<file path="src/rtl/alu_cmd_ctrl_pkg.sv">
// Shared types and constants for the ALU command front end.
// The optional result watchdog is controlled by the ALU_TIMEOUT_EN macro.
package alu_cmd_ctrl_pkg;

    typedef enum logic [2:0] {
        IDLE     = 3'd0,
        GET_A    = 3'd1,
        GET_B    = 3'd2,
        GET_FUN  = 3'd3,
        ALU_RUN  = 3'd4,
        WAIT_RES = 3'd5,
        SEND_LO  = 3'd6,
        SEND_HI  = 3'd7
    } ctrl_state_t;

    typedef enum logic [1:0] {
        TX_IDLE = 2'd0,
        TX_WAIT = 2'd1,
        TX_SEND = 2'd2
    } tx_state_t;

    localparam logic [7:0]  CMD_ALU_OPER_DEF   = 8'hCC;
    localparam logic [7:0]  CMD_ALU_NOOP_DEF   = 8'hDD;
    localparam int          TIMEOUT_CYCLES_DEF = 15;
    localparam logic [15:0] TIMEOUT_PATTERN    = 16'hEEEE;
    localparam int          FUN_WIDTH          = 4;

endpackage

</file>
<file path="src/rtl/alu_cmd_ctrl_tx_byte_sender.sv">
// Single-byte valid/busy handshake towards the UART transmitter.
// Handshake: wait for tx_busy=0, raise tx_vld with tx_data, hold both until tx_busy=1 is sampled.
module alu_cmd_ctrl_tx_byte_sender
    import alu_cmd_ctrl_pkg::*;
#(
    parameter int DATA_WIDTH = 8
) (
    input  logic                  clk,
    input  logic                  rst_n,
    input  logic                  start,
    input  logic [DATA_WIDTH-1:0] data,
    input  logic                  tx_busy,
    output logic [DATA_WIDTH-1:0] tx_data,
    output logic                  tx_vld,
    output logic                  done,
    output logic                  idle,
    output logic [1:0]            dbg_state
);

    tx_state_t             state;
    tx_state_t             state_nxt;
    logic [DATA_WIDTH-1:0] data_q;
    logic [DATA_WIDTH-1:0] data_nxt;
    logic                  vld_q;
    logic                  vld_nxt;

    always_ff @(posedge clk or negedge rst_n) begin
        if (!rst_n) begin
            state  <= TX_IDLE;
            data_q <= '0;
            vld_q  <= 1'b0;
        end else begin
            state  <= state_nxt;
            data_q <= data_nxt;
            vld_q  <= vld_nxt;
        end
    end

    // start is only honoured in TX_IDLE; the byte is latched so the caller may change its mux.
    always_comb begin
        state_nxt = state;
        data_nxt  = data_q;
        vld_nxt   = vld_q;
        done      = 1'b0;
        case (state)
            TX_IDLE: begin
                if (start) begin
                    data_nxt = data;
                    if (!tx_busy) begin
                        vld_nxt   = 1'b1;
                        state_nxt = TX_SEND;
                    end else begin
                        state_nxt = TX_WAIT;
                    end
                end
            end
            TX_WAIT: begin
                if (!tx_busy) begin
                    vld_nxt   = 1'b1;
                    state_nxt = TX_SEND;
                end
            end
            TX_SEND: begin
                if (tx_busy) begin
                    vld_nxt   = 1'b0;
                    done      = 1'b1;
                    state_nxt = TX_IDLE;
                end
            end
            default: begin
                vld_nxt   = 1'b0;
                state_nxt = TX_IDLE;
            end
        endcase
    end

    assign tx_data   = data_q;
    assign tx_vld    = vld_q;
    assign idle      = (state == TX_IDLE);
    assign dbg_state = state;

endmodule

</file>
<file path="src/rtl/alu_cmd_ctrl.sv">
// ALU command front end: parses RX command frames, drives the ALU, returns the result low byte first.
// Define ALU_TIMEOUT_EN to add the OUT_VALID watchdog that answers 0xEE 0xEE on a missing result.
module alu_cmd_ctrl
    import alu_cmd_ctrl_pkg::*;
#(
    parameter int                    DATA_WIDTH     = 8,
    parameter int                    RES_WIDTH      = 16,
    parameter logic [DATA_WIDTH-1:0] CMD_ALU_OPER   = DATA_WIDTH'(CMD_ALU_OPER_DEF),
    parameter logic [DATA_WIDTH-1:0] CMD_ALU_NOOP   = DATA_WIDTH'(CMD_ALU_NOOP_DEF),
    parameter int                    TIMEOUT_CYCLES = TIMEOUT_CYCLES_DEF
) (
    input  logic                  CLK,
    input  logic                  RST,
    input  logic [DATA_WIDTH-1:0] RX_P_DATA,
    input  logic                  RX_D_VLD,
    output logic [DATA_WIDTH-1:0] ALU_A,
    output logic [DATA_WIDTH-1:0] ALU_B,
    output logic [3:0]            ALU_FUN,
    output logic                  ALU_EN,
    input  logic [RES_WIDTH-1:0]  ALU_OUT,
    input  logic                  OUT_VALID,
    output logic [DATA_WIDTH-1:0] TX_P_DATA,
    output logic                  TX_D_VLD,
    input  logic                  TX_BUSY,
    output logic                  CTRL_BUSY,
    output logic [2:0]            dbg_state,
    output logic [1:0]            dbg_tx_state
);

    if (RES_WIDTH != 2 * DATA_WIDTH) begin : g_res_width_check
        $error("alu_cmd_ctrl: RES_WIDTH must equal 2*DATA_WIDTH");
    end
    if (TIMEOUT_CYCLES < 1 || TIMEOUT_CYCLES > 16) begin : g_timeout_check
        $error("alu_cmd_ctrl: TIMEOUT_CYCLES must fit the 4-bit watchdog");
    end

    ctrl_state_t           state;
    ctrl_state_t           state_nxt;
    logic [DATA_WIDTH-1:0] a_q;
    logic [DATA_WIDTH-1:0] b_q;
    logic [FUN_WIDTH-1:0]  fun_q;
    logic [DATA_WIDTH-1:0] res_hi_q;
    logic                  cap_a;
    logic                  cap_b;
    logic                  cap_fun;
    logic                  cap_res;
    logic                  res_timeout;
    logic [RES_WIDTH-1:0]  res_nxt;
    logic                  tx_start;
    logic [DATA_WIDTH-1:0] tx_byte;
    logic                  tx_done;
    logic                  tx_idle;

    always_ff @(posedge CLK or negedge RST) begin
        if (!RST) begin
            state    <= IDLE;
            a_q      <= '0;
            b_q      <= '0;
            fun_q    <= '0;
            res_hi_q <= '0;
        end else begin
            state <= state_nxt;
            if (cap_a) begin
                a_q <= RX_P_DATA;
            end
            if (cap_b) begin
                b_q <= RX_P_DATA;
            end
            if (cap_fun) begin
                fun_q <= RX_P_DATA[FUN_WIDTH-1:0];
            end
            if (cap_res) begin
                res_hi_q <= res_nxt[RES_WIDTH-1:DATA_WIDTH];
            end
        end
    end

    always_comb begin
        state_nxt = state;
        cap_a     = 1'b0;
        cap_b     = 1'b0;
        cap_fun   = 1'b0;
        cap_res   = 1'b0;
        case (state)
            IDLE: begin
                if (RX_D_VLD && RX_P_DATA == CMD_ALU_OPER) begin
                    state_nxt = GET_A;
                end else if (RX_D_VLD && RX_P_DATA == CMD_ALU_NOOP) begin
                    state_nxt = GET_FUN;
                end
            end
            GET_A: begin
                if (RX_D_VLD) begin
                    cap_a     = 1'b1;
                    state_nxt = GET_B;
                end
            end
            GET_B: begin
                if (RX_D_VLD) begin
                    cap_b     = 1'b1;
                    state_nxt = GET_FUN;
                end
            end
            GET_FUN: begin
                if (RX_D_VLD) begin
                    cap_fun   = 1'b1;
                    state_nxt = ALU_RUN;
                end
            end
            ALU_RUN: begin
                state_nxt = WAIT_RES;
            end
            WAIT_RES: begin
                if (OUT_VALID || res_timeout) begin
                    cap_res   = 1'b1;
                    state_nxt = SEND_LO;
                end
            end
            SEND_LO: begin
                if (tx_done) begin
                    state_nxt = SEND_HI;
                end
            end
            SEND_HI: begin
                if (tx_done) begin
                    state_nxt = IDLE;
                end
            end
            default: begin
                state_nxt = IDLE;
            end
        endcase
    end

`ifdef ALU_TIMEOUT_EN
    logic [3:0] wait_cnt;

    // Held at zero outside WAIT_RES, so every entry starts a fresh count.
    always_ff @(posedge CLK or negedge RST) begin
        if (!RST) begin
            wait_cnt <= '0;
        end else if (state != WAIT_RES) begin
            wait_cnt <= '0;
        end else begin
            wait_cnt <= wait_cnt + 4'd1;
        end
    end

    assign res_timeout = (state == WAIT_RES) && !OUT_VALID
                         && (wait_cnt == 4'(TIMEOUT_CYCLES - 1));
`else
    assign res_timeout = 1'b0;
`endif

    assign res_nxt = res_timeout ? RES_WIDTH'(TIMEOUT_PATTERN) : ALU_OUT;

    // The low byte is handed to the sender straight from the capture cycle to save a cycle
    // of latency; only the high byte has to wait in res_hi_q.
    assign tx_start = cap_res || (state == SEND_HI && tx_idle);
    assign tx_byte  = (state == WAIT_RES) ? res_nxt[DATA_WIDTH-1:0] : res_hi_q;

    alu_cmd_ctrl_tx_byte_sender #(
        .DATA_WIDTH (DATA_WIDTH)
    ) u_tx_byte_sender (
        .clk       (CLK),
        .rst_n     (RST),
        .start     (tx_start),
        .data      (tx_byte),
        .tx_busy   (TX_BUSY),
        .tx_data   (TX_P_DATA),
        .tx_vld    (TX_D_VLD),
        .done      (tx_done),
        .idle      (tx_idle),
        .dbg_state (dbg_tx_state)
    );

    assign ALU_A     = a_q;
    assign ALU_B     = b_q;
    assign ALU_FUN   = fun_q;
    assign ALU_EN    = (state == ALU_RUN);
    assign CTRL_BUSY = (state != IDLE);
    assign dbg_state = state;

endmodule

</file>
<file path="config.mk">
export PLATFORM = sky130hd
export DESIGN_NAME = alu_cmd_ctrl
export DESIGN_NICKNAME = d
export VERILOG_FILES = /design/src/rtl/alu_cmd_ctrl_pkg.sv /design/src/rtl/alu_cmd_ctrl_tx_byte_sender.sv /design/src/rtl/alu_cmd_ctrl.sv
export SDC_FILE = /design/constraint.sdc
export NUM_CORES = 1
export LEC_CHECK = 0
export ABC_AREA = 1
export ABC_CLOCK_PERIOD_IN_PS = 4500
export CORE_MARGIN = 10
export CORE_UTILIZATION = 48
export DETAILED_ROUTE_END_ITERATION = 8
export GPL_TIMING_DRIVEN = 0
export HOLD_SLACK_MARGIN = 0.05
export PLACE_DENSITY = 0.85
export SYNTH_ARGS = -nofsm -noshare
export SYNTH_HDL_FRONTEND = slang
export SYNTH_SLANG_ARGS = --single-unit
</file>
<file path="constraint.sdc">
create_clock -name CLK -period 4.5 [get_ports CLK]
set_clock_uncertainty 0.1 [all_clocks]
set_input_delay 0.45 -clock CLK [delete_from_list [all_inputs] [get_ports CLK]]
set_output_delay 0.45 -clock CLK [all_outputs]
set_load 0.02 [all_outputs]
</file>
* After elaboration in Yosys (flattened, before gate mapping)
Cells that the tools add are included.
** Storage, ports and cells
- Output and inout port bits :: 36
- Bits in registers :: 42
** Cells by class
- Equality and inequality tests :: 21
- Mux-type cells :: 27
- Reduce and logical (&&, ||, !) cells :: 11
** Operators with widths (count)
- $mux 3 :: 8
- $pmux 3 s8 :: 1
- $ne 2x2->1 const B :: 9
- $eq 8x8->1 const B :: 2
- $eq 3x3->1 const B :: 4
- $mux 1 :: 11
- $mux 2 :: 4
- $mux 8 :: 1
- $reduce_and 7->1 :: 1
- $eq 3x2->1 const B :: 2
- $pmux 2 s3 :: 1
- $reduce_and 2->1 :: 2
- $eq 3x1->1 const B :: 1
- $logic_and 1x1->1 :: 3
- $logic_not 3->1 :: 1
- $ne 3x3->1 const B :: 1
- $pmux 1 s3 :: 1
- $reduce_and 3->1 :: 1
- $reduce_bool 3->1 :: 1
- $eq 2x1->1 const B :: 1
- $eq 2x2->1 const B :: 1
- $logic_not 2->1 :: 1
- $logic_or 1x1->1 :: 1

* Logic depth before layout (Yosys ltp)
Gate-level depths: netlist of run 1.
- Depth in word-level cells :: 5
- Depth in mapped cells :: 10
- Mapped depth without buffers :: 9

* Cells and area by module
From an unflattened synthesis of run 1, not the netlist that was laid out.
** Unflattened totals
- Cells, all modules :: 241
- Area, all modules :: 2055.7 um^2
** Modules (own cells, without submodules)
- alu_cmd_ctrl :: area each 1592.8 um^2, times used 1, sequential area each 775.7 um^2, cells an instance 189
- alu_cmd_ctrl_tx_byte_sender :: area each 462.9 um^2, times used 1, sequential area each 275.3 um^2, cells an instance 52

* Worst setup path after synthesis of run 1
OpenSTA, ideal clock, no wires.
- Kind :: reg-to-output
- From :: reg state[2] (netlist: dbg_state[2])
- To :: out ALU_EN
- Arrival :: 1.131 ns
- Path slack :: 2.819 ns
- Stages on the path, launching flop included :: 3
- Cells stage by stage :: dfrtp_1 > inv_1 > nor3_1
** On the way
- Cells in the longest elaborated chain, start to end :: 1
** RTL lines
- start: declaration :: RTL line alu_cmd_ctrl.sv:37 : ctrl_state_t state;
- start signal: assignment :: RTL line alu_cmd_ctrl.sv:62 : state <= state_nxt;
- $eq 3x3->1 :: RTL line alu_cmd_ctrl.sv:180 : assign ALU_EN = (state == ALU_RUN);
- end: declaration :: RTL line alu_cmd_ctrl.sv:19 : output logic ALU_EN,
Every way passes these cells.

* Worst setup path in the final report of run 1
Same ends and word-level chain as after synthesis.

==> qor.csv, run 1 <==
metric;value;unit
totalPowerFinal;0.00180;W
path_class;reg2out;
grt_max_degree;43;
hpwl;3.75;mm
yosysTopAreaCell;dfrtp_1;
p_comb_share;50.2;%
first_global_vias;1515;
antenna_found_initial;0;
die_h;83.0;um
cts_resized;0;
cts_hold_buf;0;
outcome;finished clean;
rsz0062_at_grt;no;
ys_seq_area_share;55.2;%
worstPathArrival;1.74;ns
dp_slack;2.40;ns
cts_made_buffers;5;
area_delta_synth_final;40.8;%
cts_buffer_depth;2;
p_int;0.00109;W
post_cts_buffers;0;
ys_types;20;
ant_nets;0;
drive_gt1_share;8.19;%
grt_use_total;13.5;%
min_path_type;in2async;
timing.rr.start;dbg_state[2];
gp_congestion;0.826;
post-route-min-period;2.29;ns
die-area;6890;um2
r2r_cells;6;
synth_top_area_share;55.2;%
fin_setup_tns;0;ns
tritoncts;done;
p_seq_share;36.8;%
synth.avg_cell_area;8.55;um2
final-max-slew-violation-count;0;
ys_warn_count;0;
core;3740;um2
ir_drop;0.425;mV
worstMarginPinSlew;0.907;ns
clk_latency;0.29;ns
htree_levels;2;
layout_common_cells;81 x nand2_1, 63 x clkdlybuf4s50_1, 42 x dfrtp_1, 31 x inv_1, 27 x o21ai_0;
clock.fmax;0.437;GHz
finalSetupViolations;0;
grt-ovfl-total;0;
grt_pass1_wl;7.69;mm
required;3.95;ns
fp.dieW;83.0;um
wl_per_cell;14.2;um
cts-root-buf;clkbuf_8;
n_fill_cell;309;
ys_ff_latch;42;
yosys-top-cells-area;dfrtp_1 55%, nand2_1 16%, o21ai_0 7.1%;
endpoint_kind;output port;
ios;65;
powerDensity;672;nW/um2
wl;4.84;mm
worst_setup_path_start_kind;register;
swShare;39.5;%
cts.reportedPaths.clkPinSlew;0.07;ns
fin_crit_sh;50.9;%
viasPerCell;4.83;
layout_commonest_cell;nand2_1;
rrSetupSlack;2.85;ns
drtIter0Drc;95;
worst_slack;2.21;ns
syn_inst;223;
drv_cap;0;
maxSlewHeadroom;39.6;%
finalNetCount;323;
hold_viol;0;
clock-sinks;42;
num_vias;1648;
syn_nets;252;
initial_utilization;50.9;%
num_antenna_cells;0;
drcViolationCount;0;
p_sw;0.000712;W
rows;22;
io_buffers;64;
r2r_end;u_tx_byte_sender.tx_data[2];
syn-cell-area;1910;um2
critPathMaxFanout;6;
clock_power_share;13.0;%
p_leak;1.32;nW
first_pass_iters;4;
worst max-delay path by stage:
stage	from	endpoint	slack [ns]
2_1_floorplan	dbg_state[2]	ALU_EN	2.82
4_1_cts	dbg_state[2]	ALU_EN	2.20
6_report	dbg_state[2]	ALU_EN	2.21
5_1_grt	dbg_state[2]	ALU_EN	2.09
3_5_place_dp	RX_D_VLD	ALU_B[7]	2.40
3_3_place_gp	RST	u_tx_byte_sender.tx_data[2]	1.88
power groups by stage:
stage          Sequential [W]  Clock (W)  Combinational (W)
2_1_floorplan        0.000828          0           0.000332
3_3_place_gp         0.000659          0           0.000898
3_5_place_dp         0.000669          0           0.000917
4_1_cts              0.000665   0.000240           0.000921
5_1_grt              0.000685   0.000254           0.000990
6_report             0.000664   0.000235           0.000906
sequential cells by signal, indices dropped and copies added (netlist names):
name,count
ALU_A,8
ALU_B,8
res_hi_q,8
u_tx_byte_sender.tx_data,8
ALU_FUN,4
dbg_state,3
u_tx_byte_sender.dbg_state,2
u_tx_byte_sender.tx_vld,1
cell families (layout without fill, tap and decap cells):
kind of cell    count (synthesis)  in the layout  share of synthesized area (%)
flops                          42             42                           55.2
buf+inv                        35            105                           7.55
compound gates                 34             34                           10.0
simple gates                  104            104                           22.5
mux                             8              8                           4.73
metal layers:
layer	track usage (%)	wire length [um]	vias up
met3	4.88	328	9
met5	0	0	-
li1	-	-	836
met2	22.9	2440	50
met1	15.0	1980	753
met4	5.23	93	0
cells in the mapped netlist:
master / number
nand2_1: 81
dfrtp_1: 42
inv_1: 31
o21ai_0: 27
nand3_1: 9
mux2_2: 8
nor2_1: 7
a21oi_1: 3
nand3b_1: 2
nor3_1: 2
o21ai_2: 2
a21boi_4: 1
buf_2: 1
buf_4: 1
buf_6: 1
clkbuf_1: 1
nand2_2: 1
nand2_4: 1
nor2_4: 1
o21ai_1: 1
cell type report:
class	instances	area, um2	share of cell area, %
tap	48	60.1	2.24
inverter	31	116	4.34
buffer	4	27.5	1.03
timing repair buffer	64	636	23.7
multi-input combinational	146	711	26.5
sequential	42	1050	39.2
clock buffer	6	82.6	3.08
metrics by stage:
step	hold slack (ns)	std cells	instance area (um2)	utilization, %
floorplan	0.0544	223	1910	-
global placement	0.359	335	2610	69.6
detailed placement	0.363	335	2600	69.5
CTS	0.214	341	2680	71.7
global route	0.257	341	2680	71.7
finish	0.183	341	2680	71.7
worst max-delay path: stages (launching register included):
cell             delay, ns
dfrtp_1               0.46
inv_1                 0.17
nor3_1                0.18
clkdlybuf4s50_1       0.65
No activity file was read; power rests on OpenSTA's default activity.
==> run 2: changes to the inputs <==
Settings changed: ABC_CLOCK_PERIOD_IN_PS 4500 to 1980, CORE_UTILIZATION 48 to 41, PLACE_DENSITY 0.85 to 0.77.
Clock period 4.5 ns to 1.98 ns, I/O delays scaled along.
==> run 2 against run 1 <==
  * Routed wire length down 1.5%
  * Sequential power is 130% higher
  * Utilization shrank 9.5 points
  * Largest cell class unchanged
  * Highest routed layer unchanged
==> qor.csv, run 2 (same netlist as run 1, synthesis figures left out) <==
metric;value;unit
p_int;0.00259;W
outcome;finished clean;
clk_latency;0.29;ns
cts-root-buf;clkbuf_8;
finalSetupViolations;0;
worst_slack;0.256;ns
path_class;reg2out;
drive_gt1_share;8.42;%
layout_common_cells;81 x nand2_1, 61 x clkdlybuf4s50_1, 42 x dfrtp_1, 31 x inv_1, 27 x o21ai_0;
powerDensity;1540;nW/um2
grt_pass1_wl;7.97;mm
critPathMaxFanout;8;
rrSetupSlack;0.31;ns
first_pass_iters;4;
maxSlewHeadroom;70.9;%
timing.rr.start;dbg_state[1];
wl_per_cell;13.7;um
cts_made_buffers;5;
htree_levels;2;
worst-path-stages;1;
first_global_vias;1613;
p_sw;0.00163;W
cp_cell_sequence;clkdlybuf4s50_1;
hpwl;3.87;mm
post-route-min-period;1.72;ns
clock.fmax;0.580;GHz
drcViolationCount;0;
io_buffers;64;
p_leak;1.36;nW
layout_commonest_cell;nand2_1;
die_h;88.2;um
required;1.68;ns
wl;4.77;mm
num_antenna_cells;0;
worstMarginPinSlew;0.436;ns
path_buf_inv;1;
rsz0062_at_grt;no;
fin_setup_tns;0;ns
totalPowerFinal;0.00422;W
p_comb_share;48.7;%
fin_util;62.2;%
hold_viol;0;
fp.dieW;88.2;um
core;4410;um2
antenna_found_initial;0;
viasPerCell;4.73;
post_cts_buffers;0;
worst_setup_path_start_kind;register;
gp_congestion;0.853;
rows;24;
multi_input_area;711;um2
drv_cap;0;
drtIter0Drc;68;
area_delta_synth_final;44.0;%
r2r_end;ALU_B[2];
dp_slack;0.0962;ns
num_vias;1651;
grt-ovfl-total;0;
grt_max_degree;32;
slowest_stage;clkdlybuf4s50_1;
ant_nets;0;
cts.reportedPaths.clkPinSlew;0.08;ns
final-max-slew-violation-count;0;
die-area;7770;um2
max_stage_delay;0.66;ns
endpoint_kind;output port;
cp_top_family;buffers and inverters;
grt_use_total;12.9;%
n_fill_cell;401;
p_seq_share;35.7;%
tritoncts;done;
ir_drop;0.743;mV
clock-sinks;42;
seqCellArea;1050;um2
r2r_cells;5;
cts_buffer_depth;2;
fin_crit_sh;87.1;%
initial_utilization;43.2;%
ios;65;
min_path_type;in2async;
worstPathArrival;1.43;ns
clock_power_share;15.6;%
swShare;38.6;%
finalNetCount;325;
-- run 2: cell count changes in the layout (fill, tap and decap cells not counted) --
cell | before | now
clkbuf_1 | 1 | 3
bufinv_16 | 0 | 1
dlygate4sd3_1 | 0 | 1
buf_12 | 0 | 1
dlygate4sd2_1 | 0 | 1
clkdlybuf4s50_1 | 63 | 61
dlymetal6s2s_1 | 0 | 1
clkbuf_8 | 6 | 5
-- run 2: how the worst max path moves through the flow --
stage	start	to
floorplan	dbg_state[1]	u_tx_byte_sender.tx_data[0]
global placement	RST	u_tx_byte_sender.tx_data[0]
detailed placement	RX_D_VLD	ALU_B[7]
CTS	dbg_state[2]	CTRL_BUSY
global route	dbg_state[1]	ALU_B[6]
finish	dbg_state[0]	dbg_state[0]
-- run 2: repair_timing --
| action | 4_1_cts | 5_1_grt |
|---|---|---|
| hold endpoints to repair | 42 | 0 |
| resized for setup | 1 | 1 |
| endpoints found under the setup margin | 1 | 1 |
| hold buffers | 1 | 0 |
-- run 2: power by group through the flow --
stage	logic (W)	clock network, W	registers, W
2_1_floorplan	0.000755	0	0.00188
3_3_place_gp	0.00204	0	0.00151
3_5_place_dp	0.00209	0	0.00153
4_1_cts	0.00209	0.000671	0.00151
5_1_grt	0.00227	0.000720	0.00157
6_report	0.00205	0.000659	0.00151
-- run 2: routing by layer --
| metal | GRT usage [%] | part of all wire (%) | wire [um] |
|---|---|---|---|
| met1 | 15.1 | 43 | 2050 |
| met5 | 0 | 0 | 0 |
| met3 | 4.18 | 6.3 | 298 |
| met2 | 21.8 | 49 | 2360 |
| met4 | 4.28 | 1.3 | 64 |
-- run 2: through the flow --
stage          instances  area [um2]  hold slack, ns
2_1_floorplan        223        1910          -0.198
3_3_place_gp         339        2610           0.360
3_5_place_dp         340        2630        -0.00137
4_1_cts              349        2740           0.212
5_1_grt              349        2740           0.234
6_report             349        2740           0.210
-- run 2: final cells by class --
type                            count  area share (%)
Inverter                           31            4.24
Timing Repair Buffer               66            24.3
Clock buffer                        7            2.78
Sequential cell                    42            38.3
Clock inverter                      1            1.09
Tap cell                           52            2.37
Buffer                              4            1.00
Multi-Input combinational cell    146            25.9
==> run 3: changes to the inputs <==
Settings changed: CORE_MARGIN 10 to unset.
==> run 3 against run 2 <==
  * Clock power shrank 14%
  * Power decreased by 3.0%
  * Count of clock-buffer cells in the layout stayed put
  * Setup slack worse by 0.014 ns
  * Final area down 0.68%
  * First-iteration DRC count is 54% higher
  * Via count fell by 0.85%
  * Utilization down 0.43 points
  * Sequential share of layout area rose by 0.26 points
  * Final cell count did not move
  * Die area fell by 37%
  * Maximum frequency shrank 0.78%
==> qor.csv, run 3 (same netlist as run 1, synthesis figures left out) <==
metric;value;unit
outcome;finished clean;
fin_setup_tns;0;ns
finalSetupViolations;0;
p_int;0.00249;W
antenna_found_initial;0;
worstPathArrival;1.44;ns
die_h;70.2;um
cp_cell_sequence;clkdlybuf4s50_1;
fin_crit_sh;87.8;%
ant_nets;0;
p_sw;0.00160;W
r2r_end;u_tx_byte_sender.tx_data[2];
endpoint_kind;output port;
area_delta_synth_final;43.0;%
crit_start;dbg_state[0];
wl;4.21;mm
htree_levels;2;
critPathMaxFanout;8;
cts_buffer_depth;2;
slowest_stage;clkdlybuf4s50_1;
drv_cap;0;
final-max-slew-violation-count;0;
cp_top_family;buffers and inverters;
die-area;4920;um2
dpl_cell_area;2630;um2
powerDensity;1500;nW/um2
post-route-min-period;1.74;ns
finalNetCount;325;
rsz0062_at_grt;no;
num_antenna_cells;0;
rrSetupSlack;0.35;ns
cts.reportedPaths.clkPinSlew;0.08;ns
viasPerCell;4.69;
num_vias;1637;
p_seq_share;36.9;%
finalInstanceArea;2730;um2
clock-sinks;42;
worstMarginPinSlew;0.396;ns
required;1.68;ns
post_cts_buffers;0;
layout_common_cells;81 x nand2_1, 61 x clkdlybuf4s50_1, 42 x dfrtp_1, 31 x inv_1, 27 x o21ai_0;
drcViolationCount;0;
hpwl;3.23;mm
core;4410;um2
grt-ovfl-total;0;
drive_gt1_share;8.75;%
max_stage_delay;0.66;ns
path_class;reg2out;
cts_made_buffers;5;
first_pass_iters;4;
rows;24;
swShare;39.2;%
hold_viol;0;
drtIter0Drc;105;
dp_slack;0.0996;ns
clk_latency;0.29;ns
ir_drop;0.953;mV
r2r_cells;7;
wl_per_cell;12.1;um
grt_pass1_wl;7.22;mm
grt_max_degree;29;
fp.dieW;70.2;um
worst_hold_slack;0.233;ns
first_global_vias;1578;
io_buffers;64;
p_comb_share;49.3;%
worst_setup_path_start_kind;register;
p_leak;1.35;nW
path_buf_inv;1;
maxSlewHeadroom;73.6;%
grt_use_total;18.9;%
clock.fmax;0.576;GHz
worst_slack;0.243;ns
initial_utilization;43.2;%
ios;65;
n_fill_cell;399;
layout_commonest_cell;nand2_1;
min_path_type;in2async;
cts-root-buf;clkbuf_8;
gp_congestion;0.817;
timing.rr.start;dbg_state[1];
tritoncts;done;
clock_power_share;13.8;%
==> run 3: timing repair <==
item | CTS | global route
resized for setup | 2 | 0
endpoints found under the hold margin | 42 | 0
setup endpoints to repair | 2 | 0
hold buffers | 1 | 0
==> run 3: power by group through the flow <==
stage / Sequential, W / Combinational (W) / Clock [W]
6_report: 0.00151 / 0.00201 / 0.000566
5_1_grt: 0.00157 / 0.00222 / 0.000616
4_1_cts: 0.00151 / 0.00204 / 0.000585
3_5_place_dp: 0.00153 / 0.00204 / 0
3_3_place_gp: 0.00151 / 0.00200 / 0
2_1_floorplan: 0.00188 / 0.000755 / 0
==> run 3: worst max path at each step <==
stage | cells after the start | slack (ns) | to
floorplan | 7 | 0.43 | u_tx_byte_sender.tx_data[0]
global placement | 1 | -0.43 | u_tx_byte_sender.tx_data[3]
detailed placement | 7 | 0.1 | ALU_B[6]
CTS | 3 | 0.23 | CTRL_BUSY
global route | 1 | 0.18 | dbg_state[0]
finish | 1 | 0.24 | dbg_state[0]
==> run 3: per-layer routing <==
metal	routed length, um	vias up	part of all wire (%)	GRT usage [%]
li1	-	841	-	-
met1	1910	752	45	24.6
met2	2070	39	49	30.7
met3	173	5	4.1	3.75
met4	48	0	1.1	7.78
met5	0	-	0	0
==> run 3: layout make-up <==
class                   count  area [um2]  area share [%]
well taps                  52        65.1            2.39
repair buffers             66         663            24.3
clock inverters             1        5.00           0.184
multi-input cells         146         711            26.1
plain buffers               4        27.5            1.01
flip-flops and latches     42        1050            38.6
clock buffers               7        86.3            3.17
inverters                  31         116            4.27
==> run 3: metrics by stage <==
step | power (W) | utilization, % | cells
2_1_floorplan | 0.00264 | - | 223
3_5_place_dp | 0.00356 | 59.5 | 340
6_report | 0.00409 | 61.7 | 349
3_3_place_gp | 0.00351 | 59.2 | 339
5_1_grt | 0.00440 | 61.7 | 349
4_1_cts | 0.00414 | 61.7 | 349
